==> src/rtl/ram_master.sv <==
// rtl/ram_master.sv - command-queued initiator for the single-port RAM interface
// Buffers read/write commands, issues them one at a time and returns read data or a timeout error.
module ram_master #(
    parameter int DATA_WIDTH = 8,
    parameter int ADDR_WIDTH = 4,
    parameter int CMD_DEPTH  = 4,
    parameter int TIMEOUT    = 8
) (
    input  logic                         clk,
    input  logic                         rst,
    input  logic                         cmd_valid,
    output logic                         cmd_ready,
    input  logic                         cmd_wr,
    input  logic [ADDR_WIDTH-1:0]        cmd_addr,
    input  logic [DATA_WIDTH-1:0]        cmd_wdata,
    output logic                         rsp_valid,
    input  logic                         rsp_ready,
    output logic [DATA_WIDTH-1:0]        rsp_rdata,
    output logic                         rsp_err,
    output logic                         ram_en,
    output logic                         ram_wr_rd,
    output logic [ADDR_WIDTH-1:0]        ram_addr,
    output logic [DATA_WIDTH-1:0]        ram_data_in,
    input  logic [DATA_WIDTH-1:0]        ram_data_out,
    input  logic                         ram_en_out,
    output logic [$clog2(CMD_DEPTH):0]   fifo_count
);
    localparam int PTR_W   = $clog2(CMD_DEPTH);
    localparam int CNT_W   = PTR_W + 1;
    localparam int ENTRY_W = 1 + ADDR_WIDTH + DATA_WIDTH;
    localparam int TO_W    = $clog2(TIMEOUT);

    typedef enum logic [1:0] {IDLE, ISSUE, WAIT_RD, RESP} state_t;

    state_t              state;
    logic [ENTRY_W-1:0]  fifo_mem [CMD_DEPTH];
    logic [PTR_W-1:0]    wr_ptr;
    logic [PTR_W-1:0]    rd_ptr;
    logic [CNT_W-1:0]    count;
    logic [CNT_W-1:0]    count_next;
    logic [TO_W-1:0]     to_cnt;
    logic                push;
    logic                pop;
    logic [ENTRY_W-1:0]  head;

    assign push       = cmd_valid && cmd_ready;
    assign pop        = (state == IDLE) && (count != '0);
    assign head       = fifo_mem[rd_ptr];
    assign fifo_count = count;

    always_comb begin
        count_next = count;
        if (push && !pop) begin
            count_next = count + CNT_W'(1);
        end else if (pop && !push) begin
            count_next = count - CNT_W'(1);
        end
    end

    always_ff @(posedge clk) begin
        if (push) begin
            fifo_mem[wr_ptr] <= {cmd_wr, cmd_addr, cmd_wdata};
        end
    end

    // cmd_ready is a flop so a pop never opens the port in the same cycle
    always_ff @(posedge clk or negedge rst) begin
        if (!rst) begin
            wr_ptr    <= '0;
            rd_ptr    <= '0;
            count     <= '0;
            cmd_ready <= 1'b1;
        end else begin
            if (push) begin
                wr_ptr <= wr_ptr + PTR_W'(1);
            end
            if (pop) begin
                rd_ptr <= rd_ptr + PTR_W'(1);
            end
            count     <= count_next;
            cmd_ready <= (count_next != CNT_W'(CMD_DEPTH));
        end
    end

    always_ff @(posedge clk or negedge rst) begin
        if (!rst) begin
            state       <= IDLE;
            to_cnt      <= '0;
            ram_en      <= 1'b0;
            ram_wr_rd   <= 1'b0;
            ram_addr    <= '0;
            ram_data_in <= '0;
            rsp_valid   <= 1'b0;
            rsp_rdata   <= '0;
            rsp_err     <= 1'b0;
        end else begin
            case (state)
                IDLE: begin
                    if (pop) begin
                        ram_en      <= 1'b1;
                        ram_wr_rd   <= head[ENTRY_W-1];
                        ram_addr    <= head[DATA_WIDTH +: ADDR_WIDTH];
                        ram_data_in <= head[DATA_WIDTH-1:0];
                        state       <= ISSUE;
                    end
                end
                ISSUE: begin
                    ram_en <= 1'b0;
                    if (ram_wr_rd) begin
                        state <= IDLE;
                    end else begin
                        to_cnt <= '0;
                        state  <= WAIT_RD;
                    end
                end
                WAIT_RD: begin
                    if (ram_en_out) begin
                        rsp_rdata <= ram_data_out;
                        rsp_err   <= 1'b0;
                        rsp_valid <= 1'b1;
                        state     <= RESP;
                    end else if (to_cnt == TO_W'(TIMEOUT - 1)) begin
                        rsp_rdata <= '0;
                        rsp_err   <= 1'b1;
                        rsp_valid <= 1'b1;
                        state     <= RESP;
                    end else begin
                        to_cnt <= to_cnt + TO_W'(1);
                    end
                end
                RESP: begin
                    if (rsp_ready) begin
                        rsp_valid <= 1'b0;
                        state     <= IDLE;
                    end
                end
                default: state <= IDLE;
            endcase
        end
    end
endmodule

==> config.mk <==
export PLATFORM = sky130hd
export DESIGN_NAME = ram_master
export DESIGN_NICKNAME = d
export VERILOG_FILES = /design/src/rtl/ram_master.sv
export SDC_FILE = /design/constraint.sdc
export NUM_CORES = 1
export LEC_CHECK = 0
export ABC_AREA = 0
export CAP_MARGIN = 10
export CORE_ASPECT_RATIO = 1.2
export CORE_MARGIN = 2
export CORE_UTILIZATION = 50
export CTS_BUF_LIST = sky130_fd_sc_hd__clkbuf_16
export CTS_CLUSTER_SIZE = 8
export DETAILED_ROUTE_END_ITERATION = 6
export PLACE_DENSITY = 0.74
export SLEW_MARGIN = 20
export SYNTH_ARGS = -nofsm -noshare
export SYNTH_HDL_FRONTEND = slang
export SYNTH_SLANG_ARGS = --single-unit
==> constraint.sdc <==
create_clock -name clk -period 2.8 [get_ports clk]
set_input_delay 0.28 -clock clk [delete_from_list [all_inputs] [get_ports clk]]
set_output_delay 0.28 -clock clk [all_outputs]
set_load 0.005 [all_outputs]
==> run summary <==
Synthesis instantiated 34 different standard cells from the library. From synthesis to final layout, the design area changed by 25.09%. For the pin with the worst max-slew slack, the measured transition is 0.8206 ns.

The detailed router finished its first iteration with 84 violations. The hold buffer count at cts was 0. Number of ports placed on the die boundary: 54. After detailed routing, the average wire length per cell comes to 15.63 um. Count of final hold-check violations: 0. The relative slew slack is 0.4530. The insertion delay to the later sink of the worst-skew pair is 0.33 ns, and the worst setup skew after layout is 0.005805 ns. Summed over all cells, the static leakage comes to 1.771 nW. In this run the remaining antenna-violating nets after routing total 0. The clock input transition at the sequential cells of the worst setup and hold paths is 0.06 ns, and the leftover overflow at the end of global routing is 0. The run gives 4014 um as the post-detailed-placement half-perimeter wirelength.

0 antenna diodes ended up in the layout. The primary flip-flop cell chosen by synthesis mapping is sky130_fd_sc_hd__edfxtp_1. In this run the horizontal extent of the chip is 81.09 um. Using the TritonRoute via totals, the vias-per-cell ratio works out to 5.230.

STA puts the critical path data required time at 3.07 ns. The total detailed-routing wirelength is 6047 um, and the die extent in y is 96.51 um. The H-tree was split into 3 levels.

Yosys printed 0 warnings. In this run the deepest clock path goes through 2 buffers. Static timing analysis puts the maximum clock frequency at 556.6 MHz.

The top fanout value on the critical path works out to 9. Sorting the synthesized cells by area gives the leading types as sky130_fd_sc_hd__edfxtp_1 44%, sky130_fd_sc_hd__dfrtp_1 25%, sky130_fd_sc_hd__mux4_2 8.2%. The completed layout was analyzed and its total power is 4.734 mW.

After technology mapping, the gate count stands at 237. Clock tree synthesis found a total of 89 sinks. The type of the setup path with the least slack is reg2reg.

The tools report the sequential-to-total area share from yosys stat as 0.6979. Timing analysis after detailed placement gives a worst setup slack of 0.8610 ns. The first global-routing pass estimated 9556 um of wire. Setup total negative slack on the finished layout was measured at 0 ns.

The share of synthesized flip-flops with an asynchronous set or reset is 0.4157, and the number of vias after detailed routing is 2024. The count of flip-flops with a built-in enable after synthesis was 52. The floorplan step defined a die boundary enclosing 7826 um2. Cell with the most instances after synthesis: sky130_fd_sc_hd__nand2_1. The run finished with clean final reports.

The clock buffer count from CTS was 9; the area share of the leading cell type in the synthesized netlist was 0.4379. The DRC violation count after routing was 0. The first TritonRoute pass finished after 4 iterations.

The total power per unit cell area is 1061 nW/um2. The root buffer cell chosen for the clock tree is sky130_fd_sc_hd__clkbuf_16. After synthesis the netlist holds a flip-flop and latch count of 89. The clock period could shrink to 1.797 ns. TritonCTS built the clock tree.

A synthesized cell averages 15.05 um2. For the core occupancy in the finished layout, the log shows 0.6508. In this run the core area contains 33 standard-cell rows. Overall fraction of global-route tracks in use: 0.1704. For the via count of the first global-routing pass, the log shows 1963. For the worst setup path, the data arrival time is 2.07 ns. The finished cells cover 4461 um2. Setup repair after global routing left no endpoint under its margin.

Entering global routing, the biggest net connects 38 pins. Kind of path behind the tightest hold check: in2async. During placement, the flow inserted port buffers numbering 53.

The sort of element at the end of the critical path was a register. After synthesis the cells add up to 3566 um2. For the number of antenna violations at the first check in global routing, the log shows 0. Fraction of layout instances using a drive strength above 1: 0.1233. STA classifies the critical path startpoint as a register. After clock tree synthesis, the repair step resized 0 gates.

Max-cap violations in this run came to 0. The final setup violation count is 0. sky130_fd_sc_hd__edfxtp_1 takes more of the synthesized area than any other cell. IR analysis of the VDD net gives a maximum drop of 0.0006040 V. The final worst slack was 1.003 ns; the final critical-path share of the clock period was 0.6416.

At the end of routability-driven placement, the weighted congestion stood at 0.7660. The run gives 0 as the number of pins with negative max-slew slack in the final report. After synthesis, the most frequently instantiated cells are 56 x sky130_fd_sc_hd__nand2_1, 52 x sky130_fd_sc_hd__edfxtp_1, 36 x sky130_fd_sc_hd__dfrtp_1, 13 x sky130_fd_sc_hd__mux4_2, 9 x sky130_fd_sc_hd__ha_1. Synthesis produced a netlist with a net count of 272.

The starting density of the core is 0.5203, and the post-CTS setup buffer count is 0. The core region is 6854 um2. Total number of nets in the final design: 330.

Summing all placed instances gives a cell area of 4169 um2.
[final timing paths]
kind	from	end	slack, ns	cells past startpoint
worst min-delay path	rst	to_cnt[1]	0.04	1
max in group asynchronous	rst	ram_data_in[0]	2.24	1
min in group clk	ram_data_in[3]	ram_data_in[3]	0.47	2
worst max-delay path	fifo_count[0]	ram_data_in[7]	1.00	7
worst min register to register	ram_data_in[3]	ram_data_in[3]	0.47	2
worst max register to register	fifo_count[0]	ram_data_in[7]	1.00	7
[cells in the final DEF, fill, tap and decap left out, types with 5 or more instances in the layout]
| cell | instances |
|---|---|
| sky130_fd_sc_hd__xnor2_1 | 5 |
| sky130_fd_sc_hd__mux4_2 | 13 |
| sky130_fd_sc_hd__edfxtp_1 | 52 |
| sky130_fd_sc_hd__clkdlybuf4s50_1 | 52 |
| sky130_fd_sc_hd__o21ai_0 | 5 |
| sky130_fd_sc_hd__clkbuf_16 | 9 |
| sky130_fd_sc_hd__dfrtp_1 | 36 |
| sky130_fd_sc_hd__inv_1 | 6 |
| sky130_fd_sc_hd__nor2_1 | 5 |
| sky130_fd_sc_hd__and3_1 | 5 |
| sky130_fd_sc_hd__a21oi_1 | 5 |
| sky130_fd_sc_hd__a22o_1 | 8 |
| sky130_fd_sc_hd__ha_1 | 9 |
| sky130_fd_sc_hd__nand2_1 | 56 |
[logic make-up after synthesis]
family | Yosys count | share of synthesized area
flip-flops | 89 | 0.6979
AND/OR/NAND/NOR | 79 | 0.1035
AO/OA/AOI/OAI | 26 | 0.04947
buffers and inverters | 15 | 0.02035
multiplexers | 14 | 0.08491
adder cells (fa/ha/maj) | 9 | 0.03158
XOR/XNOR | 5 | 0.01228
[worst max-delay path: stages, from the launching register on]
cell and delay [ns]:
sky130_fd_sc_hd__dfrtp_1 0.45, sky130_fd_sc_hd__inv_1 0.10, sky130_fd_sc_hd__ha_1 0.21, sky130_fd_sc_hd__nand2b_1 0.20, sky130_fd_sc_hd__and2_1 0.39, sky130_fd_sc_hd__buf_4 0.24
sky130_fd_sc_hd__nand2_1 0.07, sky130_fd_sc_hd__nand2_1 0.06
[final cells by class]
cell class / instances / area (um2)
clock inverters: 7 / 66.31
repair buffers: 55 / 540.5
multi-input cells: 133 / 1005
inverters: 7 / 26.28
well taps: 87 / 108.9
fillers: 532 / 2394
flip-flops and latches: 89 / 2489
clock buffers: 9 / 225.2
[report_power, final]
group / total (mW) / internal [mW] / switching, mW
Sequential: 2.06 / 1.80 / 0.252
Combinational: 1.56 / 0.853 / 0.709
Clock: 1.12 / 0.615 / 0.501
Total: 4.73 / 3.27 / 1.46
[through the flow]
stage,instances,hold WS [ns]
floorplan,237,-0.01559
global placement,371,0.4259
detailed placement,371,0.4215
CTS,387,0.06283
global route,387,0.1043
finish,387,0.03854
[sequential cells by signal (all words and copies together) (netlist names), named ones only]
register	count
cmd_ready	1
fifo_count	3
fifo_mem	52
ram_addr	4
ram_data_in	8
ram_en	1
ram_wr_rd	1
rd_ptr	2
rsp_err	1
rsp_rdata	8
rsp_valid	1
state	1
to_cnt	3
wr_ptr	2
[routing by layer]
metal  wire [um]  GRT usage  vias to the layer above
met4          72    0.05508                        0
met5           0          0                        -
met3         363    0.05297                        6
met1        2582     0.2104                      980
met2        3029     0.2872                       53
li1            -          -                      985
(Power assumes the default switching activity.)
